--- config.mk ---
export PLATFORM = sky130hd
export DESIGN_NAME = avalon_port_arbiter
export DESIGN_NICKNAME = d
export VERILOG_FILES = /design/src/rtl/avalon_port_arbiter.sv
export SDC_FILE = /design/constraint.sdc
export NUM_CORES = 1
export LEC_CHECK = 0
export ABC_AREA = 1
export CELL_PAD_IN_SITES_DETAIL_PLACEMENT = 0
export CELL_PAD_IN_SITES_GLOBAL_PLACEMENT = 1
export CORE_UTILIZATION = 27
export DETAILED_ROUTE_END_ITERATION = 6
export PLACE_DENSITY = 0.77
export SLEW_MARGIN = 20
export SYNTH_ARGS = -nofsm -noshare
export SYNTH_HDL_FRONTEND = slang
export SYNTH_SLANG_ARGS = --single-unit
--- constraint.sdc ---
create_clock -name clk -period 1.9 [get_ports clk]
set_clock_uncertainty 0.2 [all_clocks]
set_input_delay 0.38 -clock clk [delete_from_list [all_inputs] [get_ports clk]]
set_output_delay 0.38 -clock clk [all_outputs]
set_load 0.02 [all_outputs]
--- src/rtl/avalon_port_arbiter.sv ---
// avalon_port_arbiter
// Arbitrates a read-only instruction port and a read/write data port onto a
// single Avalon-MM master. One transaction runs at a time through three states:
// IDLE (sample requests), BUS (drive the registered transfer until waitrequest
// drops) and DONE (one-cycle ack to the owner).
//
// Ports:
//   clk, reset                      rising-edge clock, synchronous active-high reset
//   i_req, i_address                instruction request (always a 32-bit read)
//   i_ack, i_readdata               instruction completion pulse and last fetched word
//   d_req, d_write, d_address,      data request; d_write selects write (1) or read (0)
//   d_writedata, d_byteenable
//   d_ack, d_readdata               data completion pulse and last read word
//   address, read, write,           Avalon master outputs, registered, held for the
//   writedata, byteenable           whole BUS state
//   waitrequest, readdata           Avalon master inputs
//   busy                            high whenever the arbiter is not in IDLE
//
// Configuration:
//   ARB_ROUND_ROBIN_EN  when defined, simultaneous requests go to the port that did
//                       not own the last completed transaction. Default (undefined)
//                       is fixed data-over-instruction priority.
module avalon_port_arbiter (
    input  logic        clk,
    input  logic        reset,
    // Instruction port
    input  logic        i_req,
    input  logic [31:0] i_address,
    output logic        i_ack,
    output logic [31:0] i_readdata,
    // Data port
    input  logic        d_req,
    input  logic        d_write,
    input  logic [31:0] d_address,
    input  logic [31:0] d_writedata,
    input  logic [3:0]  d_byteenable,
    output logic        d_ack,
    output logic [31:0] d_readdata,
    // Avalon master
    output logic [31:0] address,
    output logic        read,
    output logic        write,
    output logic [31:0] writedata,
    output logic [3:0]  byteenable,
    input  logic        waitrequest,
    input  logic [31:0] readdata,
    // Status
    output logic        busy
);

    typedef enum logic [1:0] {
        StIdle,
        StBus,
        StDone
    } state_e;

    state_e      state_q, state_d;
    logic        owner_q, owner_d;       // 1 = data port owns the transaction
    logic [31:0] address_q, address_d;
    logic        read_q, read_d;
    logic        write_q, write_d;
    logic [31:0] writedata_q, writedata_d;
    logic [3:0]  byteenable_q, byteenable_d;
    logic [31:0] i_readdata_q, i_readdata_d;
    logic [31:0] d_readdata_q, d_readdata_d;
    logic        grant_data;

`ifdef ARB_ROUND_ROBIN_EN
    logic        last_owner_q, last_owner_d; // 1 = data port completed last

    // On a tie, data wins only if instruction completed last.
    assign grant_data = d_req && !(i_req && last_owner_q);
`else
    assign grant_data = d_req;
`endif

    always_comb begin
        state_d      = state_q;
        owner_d      = owner_q;
        address_d    = address_q;
        read_d       = read_q;
        write_d      = write_q;
        writedata_d  = writedata_q;
        byteenable_d = byteenable_q;
        i_readdata_d = i_readdata_q;
        d_readdata_d = d_readdata_q;
`ifdef ARB_ROUND_ROBIN_EN
        last_owner_d = last_owner_q;
`endif

        case (state_q)
            StIdle: begin
                if (i_req || d_req) begin
                    state_d = StBus;
                    owner_d = grant_data;
                    if (grant_data) begin
                        address_d    = d_address;
                        read_d       = !d_write;
                        write_d      = d_write;
                        writedata_d  = d_writedata;
                        byteenable_d = d_byteenable;
                    end else begin
                        address_d    = i_address;
                        read_d       = 1'b1;
                        write_d      = 1'b0;
                        writedata_d  = 32'h0;
                        byteenable_d = 4'hF;
                    end
                end
            end

            StBus: begin
                if (!waitrequest) begin
                    state_d = StDone;
                    read_d  = 1'b0;
                    write_d = 1'b0;
                    if (owner_q) begin
                        // A completed write must leave d_readdata untouched.
                        if (read_q) begin
                            d_readdata_d = readdata;
                        end
                    end else begin
                        i_readdata_d = readdata;
                    end
`ifdef ARB_ROUND_ROBIN_EN
                    last_owner_d = owner_q;
`endif
                end
            end

            StDone: begin
                state_d = StIdle;
            end

            default: begin
                state_d = StIdle;
                read_d  = 1'b0;
                write_d = 1'b0;
            end
        endcase
    end

    always_ff @(posedge clk) begin
        if (reset) begin
            state_q      <= StIdle;
            owner_q      <= 1'b0;
            address_q    <= 32'h0;
            read_q       <= 1'b0;
            write_q      <= 1'b0;
            writedata_q  <= 32'h0;
            byteenable_q <= 4'h0;
            i_readdata_q <= 32'h0;
            d_readdata_q <= 32'h0;
`ifdef ARB_ROUND_ROBIN_EN
            last_owner_q <= 1'b0;
`endif
        end else begin
            state_q      <= state_d;
            owner_q      <= owner_d;
            address_q    <= address_d;
            read_q       <= read_d;
            write_q      <= write_d;
            writedata_q  <= writedata_d;
            byteenable_q <= byteenable_d;
            i_readdata_q <= i_readdata_d;
            d_readdata_q <= d_readdata_d;
`ifdef ARB_ROUND_ROBIN_EN
            last_owner_q <= last_owner_d;
`endif
        end
    end

    assign address    = address_q;
    assign read       = read_q;
    assign write      = write_q;
    assign writedata  = writedata_q;
    assign byteenable = byteenable_q;
    assign i_readdata = i_readdata_q;
    assign d_readdata = d_readdata_q;
    assign busy       = (state_q != StIdle);
    assign i_ack      = (state_q == StDone) && !owner_q;
    assign d_ack      = (state_q == StDone) && owner_q;

endmodule
==> impl.org <==
** Global route
- First-pass GRT wire length :: about 28000 um
- For this run, the total global-route usage over all layers was measured as 17.24%.
- The total overflow left after global routing is 0.
- Antenna violations before repair :: 1
- Number of global-route vias before repair :: around 5400
- Pin count of the biggest net entering global routing :: between 50 and 60

** Placement
- IO buf count :: 274
- In this run the cell area measured after placement is between 8000 and 9000 sq um.
- At the end of routability-driven placement, the weighted congestion stood at approximately 0.71.
- Including well taps, the total number of placed cells is 1290.
- Setup Slack @ Placement :: 45.44 ps
- Final HPWL DP :: 12370 um

** STA
- Part of the cycle the worst path needs :: a little over nine tenths
- In the final timing run, aggregate negative setup slack is 0 ps.
- Headroom to the max-slew limit came out at 71.24%.
- Setup violations remaining at the end of the flow were counted as 0.
- Worst slew pin tran :: about 430 ps
- In the post-route analysis, the smallest setup slack over all paths is approximately 120 ps.
- Final count of hold timing violations :: 0
- Timing would allow up to 560.8 MHz.
- Across all hold checks on the routed design, the worst slack comes to about 240 ps.
- The number of pins exceeding their max-slew limit in the final report was 0.
- The clock period could shrink to 1783 ps.
- RSZ-0062 raised after global routing :: false

** CTS
- TritonCTS clock tree :: done
- # hold bufs at CTS :: 0
- Clock tree synthesis selected as its root buffer the cell sky130_fd_sc_hd__clkbuf_16.
- Maximum number of buffers from clock root to sink :: 2
- The later pin in the worst-skew pair is clocked with a latency of ~420 ps.
- Counting every sink on the clock net gives 137.
- In this run the number of H-tree levels came out at 4.
- Counting the buffers created by CTS gives 17.
- Clk slew on worst S/H paths :: 60 ps

** Pwr
- In this run the power spent charging and discharging nets is ~2.2 mW.
- Of the total power, the share spent switching nets is 28.45%.
- In this run the power density over the cells is slightly below 900 nW/um^2.
- The worst-case IR drop observed on VDD is 519.3 uV.
- Total internal power :: 5.572 mW
- Power comes to 7.788 mW.
- Sequential cells burn 40.6% of the power.
- The analysis attributes to cell leakage a power of between 4 and 5 nW.
- The clock network is responsible for roughly two fifths of the overall power.
- Combinational fraction of design power :: 19.0%

** Yosys
- Syn_area_per_cell :: 7.006 sq um
- After synthesis the cells add up to about 5500 sq um.
- During synthesis, Yosys emitted a total of 0 warnings.
- The synthesized design spends more area on one cell type than any other, namely sky130_fd_sc_hd__dfxtp_1.
- Yosys attributes the largest share of cell area to sky130_fd_sc_hd__dfxtp_1 (50%), sky130_fd_sc_hd__nand2_1 (14%), sky130_fd_sc_hd__nor2_1 (11%).
- After technology mapping, the gate count stands at 784.
- The netlist uses 17 different library cells.
- The number of nets in the synthesized netlist is 922.
- Sequential cell area fraction in the yosys report :: between 40% and 50%
- Total of flip-flops plus latches after synthesis :: about 140
- Area fraction of the dominant cell type after synthesis :: 49.93%

** Setup path
- Startpoint-to-endpoint class of the critical path :: flop to output pin
- Worst path top cell family by delay :: buffers and inverters
- Largest stage delay on the critical path :: 400 ps
- Slowest library cell on the worst path :: sky130_fd_sc_hd__dlygate4sd2_1
- Data on the critical path is required at its endpoint by 1320 ps.
- Of all nets on the critical path, the largest fanout is 3.
- The worst setup path is captured at an output pin.
- The worst register-to-register path has a depth of 6.
- In this run the number of cells on the critical path is 1.
- At the worst endpoint, the arrival time is 1200 ps.
- The number of buffers and inverters on the critical path is 1.
- The worst setup path is launched from a flop.
- Worst-path cell chain :: dlygate4sd2_1

** Status
- The flow ran to the end, and the final reports show no timing, DRC or antenna violations.

** Hold path
- The worst hold path belongs to the class input pin to flop.
- Counting instances, the worst hold path has a depth of 5.

** Floorplanning
- Die outline width :: 144.6 um
- Initial standard-cell utilization of the core :: between 20% and 30%
- Row Count :: between 50 and 60
- Chip Height :: 144.6 um
- The floorplan step defined a die boundary enclosing roughly 21000 sq um.
- Number of ports placed on the die boundary :: between 200 and 300
- After floorplanning, the core was sized to cover a little under 20000 sq um.

** Drt
- WL final :: roughly 18000 um
- DRT iter0 DRCs :: 194
- Total DRC errors in the routed layout :: 0
- Detail-routed net length per standard cell :: 13.39 um
- Pre-antenna DRT Iters :: 4
- In this run the remaining antenna-violating nets after routing total 0.
- Routed vias :: ~5700
- In the routed layout, each cell is associated on average with a via count of approximately 4.3.

** Finish
- From synthesis to final layout, the design area changed by 62.82%.
- Utilization of the core after routing :: between 40 and 50%
- The net count of the finished layout is 1182.
- Fin cells :: 1323
- After routing the design area is 8944 sq um.
- In the final layout, the share of cells above drive strength 1 is 6.623%.
- The layout has 2063 filler cells.

** Flow run
- Maximum Capacitance Violations :: 0
[worst min-delay path: cells and delay by family]
family | cells | cell delay (ps)
AND/OR/NAND/NOR | 3 | 200
buffers and inverters | 1 | 160
AO/OA/AOI/OAI | 1 | 70
[layer usage]
layer	track usage [%]	vias up	share of wire, %
li1	-	2986	-
met1	20.49	2466	44
met2	26.85	211	44
met3	7.616	27	10
met4	7.258	0	2.2
met5	0	-	0
[power groups by stage]
stage	Combinational, mW	Clock, mW	Sequential, mW
finish	1.48	3.15	3.16
global route	1.63	3.38	3.19
CTS	1.50	3.24	3.16
detailed placement	1.63	0	3.23
global placement	1.63	0	3.23
floorplan	0.541	0	3.45
[registers in the layout, summed over array words and instances (netlist names)]
| signal | flops |
|---|---|
| write | 1 |
| byteenable | 4 |
| state_q | 2 |
| address | 32 |
| writedata | 32 |
| i_readdata | 32 |
| d_readdata | 32 |
| owner_q | 1 |
| read | 1 |
[layout by cell type, fill, tap and decap left out]
master / synthesis / routed
sky130_fd_sc_hd__o21ai_0: 68 / 68
sky130_fd_sc_hd__buf_2: 15 / 4
sky130_fd_sc_hd__dfxtp_1: 137 / 135
sky130_fd_sc_hd__clkbuf_16: 0 / 17
sky130_fd_sc_hd__bufinv_16: 0 / 1
sky130_fd_sc_hd__clkinv_4: 0 / 3
sky130_fd_sc_hd__nor2_4: 2 / 2
sky130_fd_sc_hd__nand2_1: 201 / 201
sky130_fd_sc_hd__diode_2: 0 / 1
sky130_fd_sc_hd__a21oi_1: 72 / 72
sky130_fd_sc_hd__nor2_2: 1 / 1
sky130_fd_sc_hd__dlygate4sd2_1: 0 / 134
sky130_fd_sc_hd__clkinv_2: 0 / 4
sky130_fd_sc_hd__nand3_1: 37 / 37
sky130_fd_sc_hd__clkbuf_8: 0 / 1
sky130_fd_sc_hd__nand2_2: 2 / 2
sky130_fd_sc_hd__inv_2: 5 / 5
sky130_fd_sc_hd__dfxtp_2: 0 / 2
sky130_fd_sc_hd__buf_4: 11 / 13
sky130_fd_sc_hd__inv_6: 0 / 2
sky130_fd_sc_hd__inv_1: 36 / 36
sky130_fd_sc_hd__clkinvlp_4: 0 / 4
sky130_fd_sc_hd__nor2_1: 167 / 167
sky130_fd_sc_hd__clkdlybuf4s50_1: 0 / 136
sky130_fd_sc_hd__buf_12: 0 / 9
sky130_fd_sc_hd__nor4_1: 1 / 1
[what timing repair did]
action	CTS	global route
hold endpoints to repair	0	0
resized for setup	144	4
endpoints found under the setup margin	137	3
cloned	0	0
pin swaps	1	0
buffers inserted	0	0
[cell type report]
cell class / instances / area, sq um / share of cell area [%]
multi-input cells: 551 / 2315 / 25.88
clock buffers: 18 / 439.2 / 4.910
well taps: 265 / 331.6 / 3.707
flip-flops and latches: 137 / 2745 / 30.69
repair buffers: 296 / 2833 / 31.67
clock inverters: 14 / 123.9 / 1.385
diodes: 1 / 2.502 / 0.02798
inverters: 41 / 153.9 / 1.721
[cell usage after synthesis]
master / n
sky130_fd_sc_hd__nand3_1: 37
sky130_fd_sc_hd__inv_2: 5
sky130_fd_sc_hd__buf_1: 3
sky130_fd_sc_hd__nor4_1: 1
sky130_fd_sc_hd__inv_1: 36
sky130_fd_sc_hd__nor2_4: 2
sky130_fd_sc_hd__buf_6: 2
sky130_fd_sc_hd__buf_2: 15
sky130_fd_sc_hd__nor2_2: 1
sky130_fd_sc_hd__dfxtp_1: 137
sky130_fd_sc_hd__nand2_1: 201
sky130_fd_sc_hd__a21oi_1: 72
sky130_fd_sc_hd__clkbuf_1: 24
sky130_fd_sc_hd__o21ai_0: 68
sky130_fd_sc_hd__nand2_2: 2
sky130_fd_sc_hd__buf_4: 11
sky130_fd_sc_hd__nor2_1: 167
[final timing paths]
kind                                     from             to  slack, ps
worst min-delay path                    d_req     address[3]        240
worst max register to register     state_q[1]     address[4]        240
worst min register to register  writedata[10]  writedata[10]        260
worst max-delay path                     read           read        120
[cells by family (layout without fill, tap and decap cells)]
kind of cell / count (synthesis) / after routing / share of synthesized area, %
and+or+nand+nor: 411 / 411 / 29.39
AOI/OAI and AO/OA: 140 / 140 / 12.76
DFF: 137 / 137 / 49.93
buffers and inverters: 96 / 369 / 7.927
other: 0 / 1 / 0
(Power assumes the default switching activity.)
